===== config.mk =====
export PLATFORM = sky130hd
export DESIGN_NAME = controlador_acumulador
export DESIGN_NICKNAME = d
export VERILOG_FILES = /design/src/rtl/controlador_acumulador_pkg.sv /design/src/rtl/controlador_acumulador_contador_palavras.sv /design/src/rtl/controlador_acumulador.sv
export SDC_FILE = /design/constraint.sdc
export NUM_CORES = 1
export LEC_CHECK = 0
export CORE_AREA = 2 2 95 97
export CTS_BUF_LIST = sky130_fd_sc_hd__clkbuf_4 sky130_fd_sc_hd__clkbuf_8
export DETAILED_ROUTE_END_ITERATION = 8
export DIE_AREA = 0 0 97 99
export PLACE_DENSITY_LB_ADDON = 0.05
export SLEW_MARGIN = 20
export SYNTH_ARGS = -nofsm -noshare
export SYNTH_HDL_FRONTEND = slang
export SYNTH_SLANG_ARGS = --single-unit

===== constraint.sdc =====
create_clock -name Clock -period 2.6 [get_ports Clock]
set_input_delay 0.52 -clock Clock [delete_from_list [all_inputs] [get_ports Clock]]
set_output_delay 0.52 -clock Clock [all_outputs]
set_load 0.01 [all_outputs]

===== src/rtl/controlador_acumulador_pkg.sv =====
// Shared widths and FSM encoding for the accumulator controller and its bench.
package controlador_acumulador_pkg;

    localparam int ADDR_W = 8;
    localparam int DATA_W = 16;
    localparam int LEN_W  = 8;

    typedef enum logic [2:0] {
        S_IDLE = 3'd0,
        S_CLR  = 3'd1,
        S_RD   = 3'd2,
        S_CAP  = 3'd3,
        S_LD   = 3'd4,
        S_XFER = 3'd5,
        S_FIN  = 3'd6
    } state_t;

endpackage


===== src/rtl/controlador_acumulador_contador_palavras.sv =====
// Word index counter: clears on run start, steps once per word, flags the last word.
// Single-cycle update; no backpressure (the FSM paces it).
module contador_palavras
    import controlador_acumulador_pkg::*;
(
    input  logic             clk,
    input  logic             rst_n,
    input  logic             clr,
    input  logic             inc,
    input  logic [LEN_W-1:0] last,
    output logic             tc
);

    logic [LEN_W-1:0] idx_q;
    logic [LEN_W-1:0] idx_d;

    always_comb begin
        idx_d = idx_q;
        if (clr) begin
            idx_d = '0;
        end else if (inc) begin
            idx_d = idx_q + LEN_W'(1);
        end
    end

    always_ff @(posedge clk) begin
        if (!rst_n) begin
            idx_q <= '0;
        end else begin
            idx_q <= idx_d;
        end
    end

    assign tc = (idx_q == last);

endmodule


===== src/rtl/controlador_acumulador.sv =====
// Sums Len words from memory through an external A/B accumulator; 4 cycles per word, Done at 4*Len+3.
// Start is only taken in IDLE (including the Done cycle); all strobes are flop outputs, one-hot.
module controlador_acumulador
    import controlador_acumulador_pkg::*;
(
    input  logic              Clock,
    input  logic              Reset_n,
    input  logic              Start,
    input  logic [ADDR_W-1:0] Base_Addr,
    input  logic [LEN_W-1:0]  Len,
    output logic              Mem_Rd,
    output logic [ADDR_W-1:0] Mem_Addr,
    input  logic [DATA_W-1:0] Mem_Data,
    output logic [DATA_W-1:0] Acc_DataIN,
    output logic              Acc_Load,
    output logic              Acc_Transfer,
    output logic              Acc_Clear,
    input  logic [DATA_W-1:0] Acc_DataOut,
    output logic              Busy,
    output logic              Done,
    output logic [DATA_W-1:0] Result,
    output logic              Ovf
);

    state_t            state_q, state_d;
    logic [ADDR_W-1:0] base_q, base_d;
    logic [LEN_W-1:0]  len_q, len_d;
    logic [ADDR_W-1:0] mem_addr_q, mem_addr_d;
    logic [DATA_W-1:0] hold_q, hold_d;
    logic              ovf_flag_q, ovf_flag_d;
    logic [DATA_W-1:0] result_q, result_d;
    logic              ovf_q, ovf_d;
    logic              rd_q, ld_q, xfer_q, clr_q, busy_q, done_q, chk_q;
    logic              cnt_clr, cnt_inc, cnt_tc, wrap;

    contador_palavras u_contador (
        .clk   (Clock),
        .rst_n (Reset_n),
        .clr   (cnt_clr),
        .inc   (cnt_inc),
        .last  (len_q - LEN_W'(1)),
        .tc    (cnt_tc)
    );

    // A new A smaller than the word just added means the sum wrapped.
    assign wrap = chk_q && (Acc_DataOut < hold_q);

    always_comb begin
        state_d    = state_q;
        base_d     = base_q;
        len_d      = len_q;
        mem_addr_d = mem_addr_q;
        hold_d     = hold_q;
        ovf_flag_d = ovf_flag_q | wrap;
        result_d   = result_q;
        ovf_d      = ovf_q;
        cnt_clr    = 1'b0;
        cnt_inc    = 1'b0;
        case (state_q)
            S_IDLE: begin
                if (Start) begin
                    state_d    = S_CLR;
                    base_d     = Base_Addr;
                    len_d      = Len;
                    ovf_flag_d = 1'b0;
                    cnt_clr    = 1'b1;
                end
            end
            S_CLR: begin
                if (len_q == '0) begin
                    state_d = S_FIN;
                end else begin
                    state_d    = S_RD;
                    mem_addr_d = base_q;
                end
            end
            S_RD:   state_d = S_CAP;
            S_CAP: begin
                hold_d  = Mem_Data;
                state_d = S_LD;
            end
            S_LD:   state_d = S_XFER;
            S_XFER: begin
                if (cnt_tc) begin
                    state_d = S_FIN;
                end else begin
                    state_d    = S_RD;
                    cnt_inc    = 1'b1;
                    mem_addr_d = mem_addr_q + ADDR_W'(1);
                end
            end
            S_FIN: begin
                result_d = Acc_DataOut;
                ovf_d    = ovf_flag_q | wrap;
                state_d  = S_IDLE;
            end
            default: state_d = S_IDLE;
        endcase
    end

    // Strobes are registered decodes of the next state so they leave flops cleanly.
    always_ff @(posedge Clock) begin
        if (!Reset_n) begin
            state_q    <= S_IDLE;
            base_q     <= '0;
            len_q      <= '0;
            mem_addr_q <= '0;
            hold_q     <= '0;
            ovf_flag_q <= 1'b0;
            result_q   <= '0;
            ovf_q      <= 1'b0;
            rd_q       <= 1'b0;
            ld_q       <= 1'b0;
            xfer_q     <= 1'b0;
            clr_q      <= 1'b0;
            busy_q     <= 1'b0;
            done_q     <= 1'b0;
            chk_q      <= 1'b0;
        end else begin
            state_q    <= state_d;
            base_q     <= base_d;
            len_q      <= len_d;
            mem_addr_q <= mem_addr_d;
            hold_q     <= hold_d;
            ovf_flag_q <= ovf_flag_d;
            result_q   <= result_d;
            ovf_q      <= ovf_d;
            rd_q       <= (state_d == S_RD);
            ld_q       <= (state_d == S_LD);
            xfer_q     <= (state_d == S_XFER);
            clr_q      <= (state_d == S_CLR);
            busy_q     <= (state_d != S_IDLE);
            done_q     <= (state_q == S_FIN);
            chk_q      <= (state_q == S_XFER);
        end
    end

    assign Mem_Rd       = rd_q;
    assign Mem_Addr     = mem_addr_q;
    assign Acc_DataIN   = hold_q;
    assign Acc_Load     = ld_q;
    assign Acc_Transfer = xfer_q;
    assign Acc_Clear    = clr_q;
    assign Busy         = busy_q;
    assign Done         = done_q;
    assign Result       = result_q;
    assign Ovf          = ovf_q;

endmodule

Yosys cells after proc, flatten, opt, wreduce, memory -nomap -nowiden:

Index checks and enable logic that the tools add are counted.

* register bits after elaboration: 76
* bits of input ports: 51
* output and inout port bits: 47
* word-level logic and storage cells: 56

* add/sub/neg operators: 3
* $lt $le $gt $ge: 1
* equality and inequality tests: 13
* mux-type cells: 13
* bitwise logic cells: 2
* reduce and logical (&&, ||, !) cells: 8

Operators by type and width (number)
* one-hot mux 3 bit (6 select lines): 1
* adder 8 x 1 -> 8 bit, second input constant: 2
* less-than comparator 16 bit: 1
* two-way mux 8 bit: 2
* one-hot mux 8 bit (2 select lines): 1
* == test 3 bit, second input constant: 5
* == test 3 x 2 -> 1 bit, second input constant: 3
* two-way mux 3 bit: 3
* == test 8 bit: 1
* zero test 8 bit: 1
* subtractor 8 x 1 -> 8 bit, second input constant: 1
* == test 3 x 1 -> 1 bit, second input constant: 2
* two-way mux 1 bit: 6
* inequality test 2 bit, second input constant: 2
* zero test 3 bit: 1
* AND reduction 3 bit: 1
* nonzero test 3 bit: 1
* AND reduction 2 bit: 1
* nonzero test 2 bit: 1
* OR reduction 2 bit: 1
* logical AND 1 bit: 1
* inverter 1 bit: 1
* OR 1 bit: 1

Longest topological paths before layout:

Gate-level depths: netlist of run 1.

* depth in word-level cells: 5
* depth in mapped cells: 10
* depth with buffers taken out: 9

By module:

From an unflattened synthesis of run 1, not the netlist that was laid out.

* cell total of the unflattened synthesis: 449
* area, all modules: 3601.0 µm²

Modules (own cells, without submodules)
* controlador_acumulador: instances 1, cells each 399, area each 3166.8 µm²
* contador_palavras: instances 1, cells each 50, area each 434.2 µm²

Least setup slack after synthesis of run 1:

Ideal clock, no wire load.

* kind: register -> register
* start point: register len_q[0]
* end point: register mem_addr_q[2] (netlist: Mem_Addr[2])
* arrival time: 2.030 ns
* data required time: 2.465 ns
* path slack: 0.434 ns
* cell stages (with the launch flop): 10
* clock period less this slack: 2.166 ns
* path through: dfxtp_1 inv_1 ha_1 and2b_1 a31o_1 a32oi_1 a21oi_4 and3_4 o311ai_0 o41ai_1

* word-level cells in the longest chain between the ends: 4
* elaborated cells between the ends (all ways): 6

Ends and longest elaborated chain
* start: declaration: RTL line controlador_acumulador.sv:27 `logic [LEN_W-1:0] len_q, len_d;`
* start signal: assignment: RTL line controlador_acumulador.sv:122 `len_q <= len_d;`
* subtractor 8 x 1 -> 8 bit: RTL line controlador_acumulador.sv:41 `.last (len_q - LEN_W'(1)),`
* == test 8 bit: RTL line controlador_acumulador_contador_palavras.sv:34 `assign tc = (idx_q == last);`
* inequality test 2 bit (no line)
* AND reduction 3 bit (no line) *
* end signal: assignment: RTL line controlador_acumulador.sv:123 `mem_addr_q <= mem_addr_d;`
* end: declaration: RTL line controlador_acumulador.sv:28 `logic [ADDR_W-1:0] mem_addr_q, mem_addr_d;`

Every way passes the cells marked *; elsewhere a longest branch is shown, timed or not.
A chain may end at the register's enable or synchronous reset.

Worst setup path after layout of run 1:

Same ends and word-level chain as after synthesis.

==> results of run 1 <==
-- cell families after synthesis --
| group | after synthesis |
|---|---|
| simple gates | 197 |
| mux | 2 |
| xor+xnor | 14 |
| compound gates | 113 |
| flops | 76 |
| fa+ha+maj | 19 |
| buf+inv | 49 |
-- power by group through the flow --
| stage | Clock [mW] | Sequential [mW] | Combinational (mW) |
|---|---|---|---|
| 6_report | 0.944 | 1.26 | 0.488 |
| 5_1_grt | 1.01 | 1.27 | 0.537 |
| 4_1_cts | 0.963 | 1.26 | 0.489 |
| 3_5_place_dp | 0 | 1.29 | 0.487 |
| 3_3_place_gp | 0 | 1.29 | 0.478 |
| 2_1_floorplan | 0 | 1.28 | 0.310 |
-- critical path, cell delays in order, from the launching register on --
cell and delay, ps:
dfxtp_1 400, inv_1 80, ha_1 270, and2b_1 210, a31o_1 180, a32oi_1 260
a21oi_4 170, and3_4 250, o311ai_0 330, o41ai_1 150
-- cell type report --
class / count / area (µm²) / area share [%]
repair buffers: 105 / 1031 / 20.62
flip-flops and latches: 76 / 1521 / 30.42
inverters: 22 / 82.58 / 1.651
multi-input cells: 345 / 2024 / 40.48
clock buffers: 12 / 158.9 / 3.177
well taps: 108 / 135.1 / 2.702
clock inverters: 4 / 47.55 / 0.9507
-- placed cells by master, fill, tap and decap left out, types with 2 or more instances in the layout --
cell type        Yosys  layout
nor2_1              20      19
o211ai_1             2       2
nand2_2              2       2
nor3_1               6       6
and2_1               3       3
nor2b_1              4       4
o22ai_1              4       4
clkinv_2             0       2
a21o_1               5       5
o21ai_0              4       4
inv_1               22      22
a211oi_1             9       9
dfxtp_1             76      76
xor2_1               3       3
mux2i_1              2       2
nand3b_1             3       3
buf_4                1       8
clkbuf_8             3      11
nand3_1             11      11
o311ai_0             2       2
and3_1               2       2
xnor2_1             10      10
nor4b_1              2       2
or2_2                3       3
nor3b_1              2       2
nand4_1              6       6
a2111oi_4            2       2
nand2b_1             2       2
o31ai_1              5       5
nand2_1            124     124
ha_1                19      19
o21ai_1              2       2
clkdlybuf4s50_1      0      97
a21oi_1             64      64
-- cell usage after synthesis (2+ instances only) --
master,count,area share [%]
nor3_1,6,0.79
nor4b_1,2,0.46
o311ai_0,2,0.46
nor2b_1,4,0.66
nand2_1,124,12
clkbuf_8,3,1.1
and3_1,2,0.33
ha_1,19,6.3
o211ai_1,2,0.40
a21oi_1,64,8.5
inv_1,22,2.2
clkbuf_1,17,1.7
dfxtp_1,76,40
nand2b_1,2,0.33
a21o_1,5,0.99
nor3b_1,2,0.40
nand3_1,11,1.5
xnor2_1,10,2.3
and2_1,3,0.50
a2111oi_4,2,1.5
mux2i_1,2,0.53
o21ai_0,4,0.53
nand4_1,6,0.99
buf_6,2,0.60
o31ai_1,5,0.99
xor2_1,3,0.69
nand2_2,2,0.33
or2_2,3,0.50
a211oi_1,9,1.8
clkbuf_2,2,0.26
o21ai_1,2,0.26
nor2_1,20,2.0
nand3b_1,3,0.60
o22ai_1,4,0.66
-- metal layers --
layer / track usage (%) / up-vias
met1: 25.64 / 1581
met4: 6.501 / 0
met5: 0 / -
met2: 32.80 / 83
li1: - / 1780
met3: 6.241 / 10
-- worst min path at each step --
stage,startpoint,endpoint,slack (ps),depth (start not counted)
after global routing,Result[8],Result[8],480,2
after CTS,Result[8],Result[8],460,2
after detailed placement,Result[5],Result[5],450,2
after floorplan,ovf_flag_q,ovf_flag_q,430,2
final,Result[8],Result[8],450,2
after global placement,Result[6],Result[6],440,2
-- per-stage QoR --
| stage | instances | hold slack [ps] | worst slack [ps] | instance area, µm² | utilization [%] |
|---|---|---|---|---|---|
| 6_report | 672 | 455.0 | 159.8 | 5001 | 58.49 |
| 3_3_place_gp | 656 | 442.0 | 310.9 | 4792 | 56.04 |
| 2_1_floorplan | 470 | 427.1 | 434.4 | 3784 | - |
| 5_1_grt | 672 | 480.8 | 2.896 | 5001 | 58.49 |
| 4_1_cts | 672 | 456.6 | 161.0 | 4999 | 58.46 |
| 3_5_place_dp | 656 | 447.6 | 204.6 | 4792 | 56.04 |
-- registers in the layout, indices dropped and copies added (netlist names), 3 cells and up --
signal and count:
Acc_DataIN 16, Result 16, Mem_Addr 8, base_q 8, len_q 8, u_contador.idx_q 8
state_q 3
==> results by group, run 1 <==
Run status
  – Status: completed

CTS
  – Clock transition at the register clock pins on the worst setup and hold paths after CTS: 80 ps
  – Buffer type at the clock tree root: clkbuf_8
  – Num CTS Buffers: 9
  – H-tree levels: 3
  – # resized after CTS: 0
  – Clock latency of the later-clocked register in the worst-skew pair: around 350 ps
  – Clock tree sinks: 76
  – Hold bufs inserted after CTS: 0
  – Number of buffers added for setup after CTS: 0
  – Number of buffers on the longest clock path: 2
  – TritonCTS clock tree: built

Drt
  – Avg WL per Cell: 14.28 µm
  – DRC violations left: 0
  – Top metal layer carrying routed signals: met4
  – Routed wire length on met2: 4408 µm
  – Via total after detailed routing: 3454
  – Detailed route wirelength on metal3: 669 µm
  – 1st-pass router iterations: 4
  – Routed WL: 9596 µm
  – Number of DRC markers after the initial detailed-route iteration: 156
  – Routed met1 length: around 4400 µm
  – Routed Antenna Nets: 0
  – DR vias/cell: 5.140

Critical path
  – Required arrival time at the worst endpoint: 2820 ps
  – Category of the most critical setup path: reg2reg
  – Critical Path Source Type: flop
  – Worst Path Arrival: 2660 ps
  – Critical path peak fanout: 12
  – Crit path from: len_q[0]
  – Worst-case reg-to-reg path depth: 9
  – R2r endpoint: Mem_Addr[2]
  – Setup slack, reg-to-reg: about 160 ps
  – Category of the worst setup path capture point: flop
  – Capture point of the worst path: Mem_Addr[2]
  – Critical register-to-register path startpoint: len_q[0]

Placement
  – Half-perimeter wire length of the detailed placement result: 6963 µm
  – PortBufs: 97
  – Weighted congestion reported at the end of routability-driven placement: 0.8485

Logic synthesis
  – Number of register bits inferred by synthesis: 76
  – Post-Syn Area per Cell: 8.050 µm²
  – Adder and majority cell fraction of the synthesized area: 6.283%
  – Number of nets in the synthesized netlist: 540
  – Fraction of the yosys area taken by sequential cells: 40.21%
  – Area fraction in compound gates after synthesis: around 20%
  – Combinational family with the most area after synthesis: simple AND/OR/NAND/NOR gates
  – Number of standard cells after synthesis: 470
  – Count of warnings emitted by yosys: 0
  – Netlist Area Pre-Place: 0.003784 mm²
  – Mux contribution to synthesized area: 0.5291%
  – Fraction of registers with async set/reset: 0%
  – Xor/xnor share of the synthesized area: 3.439%
  – Post-Synth Simple-Gate Area: about a quarter
  – EDFF count, synth: 0
  – Dominant register cell in the synthesized netlist: dfxtp_1
  – Unique cell type count in the Yosys netlist: slightly below 60

Floorplanning
  – Die Y-Extent: 99 µm
  – Number of placement rows: 34
  – Placeable Area: 0.008551 mm²
  – Floorplan die width: 97 µm
  – Initial standard-cell utilization of the core: 44.25%
  – Die footprint: 0.009603 mm²
  – I/O pin count: 98

Pwr
  – Register share of total power: 46.8%
  – Total power density per cell area: between 500 and 600 mW/mm²
  – Int Power: 1.944 mW
  – Leakage power of the design: 1.715 nW
  – Combinational Power Share: 18.1%
  – Total power: 2.691 mW
  – Net switching power figure: 0.7469 mW
  – Portion of total power attributed to the clock network: 35.1%
  – Sw Ratio: between 20% and 30%
  – Worst IR Drop VDD: 0.0002846 V

GRT
  – Vias in the first global route: 3371
  – Pin count of the biggest net entering global routing: 29
  – Initial antenna violation count: 0
  – First-pass GRT wire length: 15970 µm
  – Overflow after GRT: 0
  – Overall track demand over capacity in global routing: between 20% and 30%

Final layout
  – Diodes inserted: 0
  – Filler Cell Count: 808
  – Area Overhead vs Synth: 32.18%
  – Share of layout cells above drive strength 1: under 10%
  – Final layout net count: approximately 630

STA
  – RSZ-0062 raised after global routing: no
  – Final setup violation count: 0
  – Period utilization: between 90 and 100%
  – Final min period: 2440 ps
  – Peak clock frequency supported by timing: roughly 410 MHz
  – Hold Vio Cnt, Final: 0
  – Max-slew headroom: 51.82%
  – Transition time of the tightest slew-check pin: 722.0 ps
  – Skew final: 6.597 ps
  – Total count of max-transition violations in the final report: 0
  – Total negative setup slack: 0 ps

Worst hold path
  – Min-delay worst type: reg2reg

Job
  – Total of max-cap violations: 0
(Power assumes the default switching activity.)
==> run 2, diff against run 1 <==
- SKIP_CTS_REPAIR_TIMING: unset -> 1
==> results of run 2 <==
Same layout as run 1: the final DEF is identical, and so are final timing and power.
==> run 3, diff against run 2 <==
- SLEW_MARGIN: 20 -> 25
==> results by group, run 3 (synthesis gave the netlist of run 1 again) <==
Placement
  – Worst slack, placed: approximately 220 ps
  – PortBufs: 97
  – Weighted congestion reported at the end of routability-driven placement: between 0.8 and 0.9
  – Half-perimeter wire length of the detailed placement result: 6972 µm

STA
  – Peak clock frequency supported by timing: 414.5 MHz
  – Total negative setup slack: 0 ps
  – Final setup violation count: 0
  – RSZ-0062 raised after global routing: no
  – Max-slew headroom: 53.75%
  – Final min period: 2412 ps
  – Period utilization: around 93%
  – Final setup slack of the worst path: 187.6 ps
  – Transition time of the tightest slew-check pin: 693.0 ps
  – Hold Vio Cnt, Final: 0
  – Skew final: 8.027 ps
  – Total count of max-transition violations in the final report: 0

GRT
  – Pin count of the biggest net entering global routing: 29
  – First-pass GRT wire length: approximately 16000 µm
  – Overflow after GRT: 0
  – Overall track demand over capacity in global routing: about a fifth
  – Vias in the first global route: 3438
  – Initial antenna violation count: 0

CTS
  – H-tree levels: 3
  – Clock tree sinks: 76
  – Number of buffers on the longest clock path: 2
  – Num CTS Buffers: 9
  – Buffer type at the clock tree root: clkbuf_8
  – Clock transition at the register clock pins on the worst setup and hold paths after CTS: 80 ps
  – Clock latency of the later-clocked register in the worst-skew pair: roughly 350 ps
  – TritonCTS clock tree: built

Job
  – Total of max-cap violations: 0

Pwr
  – Worst IR Drop VDD: 0.0002395 V
  – Total power density per cell area: 538.0 mW/mm²
  – Leakage power of the design: between 1.5 and 2 nW

Final layout
  – Final layout net count: approximately 630
  – Most common cell after layout, fill and taps aside: nand2_1
  – Area Overhead vs Synth: 32.18%
  – Share of layout cells above drive strength 1: 7.270%
  – Diodes inserted: 0
  – Leading cell types in the layout, fill and taps excluded: nand2_1 (124), clkdlybuf4s50_1 (97), dfxtp_1 (76)
  – Filler Cell Count: 812

Critical path
  – Critical path peak fanout: 12
  – Cell-by-cell listing of the critical path: inv_1 -> ha_1 -> and2b_1 -> a31o_1 -> a32oi_1 -> a21oi_4 -> and3_4 -> o311ai_0 -> o41ai_1
  – Category of the most critical setup path: reg2reg
  – Worst-case reg-to-reg path depth: 9
  – Critical Path Source Type: flop
  – Setup slack, reg-to-reg: 190 ps
  – Category of the worst setup path capture point: flop
  – Worst Path Arrival: 2640 ps
  – Required arrival time at the worst endpoint: 2830 ps
  – Critical register-to-register path startpoint: len_q[0]
  – Maximum cell stage delay along the critical path: 400 ps
  – Critical-path cell with the highest stage delay: dfxtp_1
  – R2r endpoint: Mem_Addr[2]

Drt
  – DR vias/cell: 5.182
  – Routed WL: 9590 µm
  – Via total after detailed routing: 3482
  – Number of DRC markers after the initial detailed-route iteration: 156
  – Avg WL per Cell: 14.27 µm
  – Routed Antenna Nets: 0
  – DRC violations left: 0
  – 1st-pass router iterations: 5

Floorplanning
  – Initial standard-cell utilization of the core: 44.25%
  – Placeable Area: 0.008551 mm²
  – Die Y-Extent: about 99 µm
  – Floorplan die width: 97 µm
  – Number of placement rows: 34
  – Die footprint: 0.009603 mm²
  – I/O pin count: 98

Worst hold path
  – Min-delay worst type: reg2reg
  – Min-Delay Endpoint: Result[8]
  – Hold path cells: 2
  – Min-Delay Startpoint: Result[8]

Run status
  – Status: completed
run 3: cell counts in the layout (fill, tap and decap cells not counted):
Identical to the previous run, type by type.
run 3: worst max path at each step:
stage	start	end	slack [ps]	depth (start not counted)
finish	len_q[0]	Mem_Addr[2]	190	9
global route	len_q[0]	Mem_Addr[2]	3	9
CTS	len_q[0]	Mem_Addr[2]	180	9
detailed placement	len_q[0]	Mem_Addr[2]	220	9
global placement	Acc_DataOut[9]	Ovf	310	9
floorplan	len_q[0]	Mem_Addr[2]	430	9
run 3: layout make-up:
class / count / area, µm² / share of cell area [%]
sequential: 76 / 1521 / 30.42
clock inverter: 4 / 47.55 / 0.9507
timing repair buffer: 105 / 1031 / 20.62
clock buffer: 12 / 158.9 / 3.177
inverter: 22 / 82.58 / 1.651
tap: 108 / 135.1 / 2.702
multi-input combinational: 345 / 2024 / 40.48
run 3: stage by stage:
stage	instances	power [mW]	hold WS [ps]	util [%]	area (µm²)
floorplan	470	1.588	427.1	-	3784
global placement	656	1.763	442.0	56.04	4792
detailed placement	656	1.774	447.4	56.07	4795
CTS	672	2.720	456.6	58.49	5001
global route	672	2.812	480.3	58.49	5001
finish	672	2.690	455.7	58.49	5001
run 3: critical path, delay by kind of cell (launching register included):
family,cells,cell delay [ps]
DFF,1,400
and+or+nand+nor,2,450
buffers and inverters,1,80
adders and majority gates,1,270
AOI/OAI and AO/OA,5,1080
run 3: layer usage:
metal	track usage, %	part of all wire (%)	wire, µm
met3	6.738	7.2	688
met5	0	0	0
met2	33.28	46	4425
met4	8.017	1.7	167
met1	25.18	45	4308
run 3: where the power goes:
part	switching (mW)	leakage, nW	internal (mW)
Clock	0.443	0.106	0.504
Combinational	0.255	0.994	0.229
Sequential	0.0482	0.616	1.21
Total	0.747	1.72	1.94
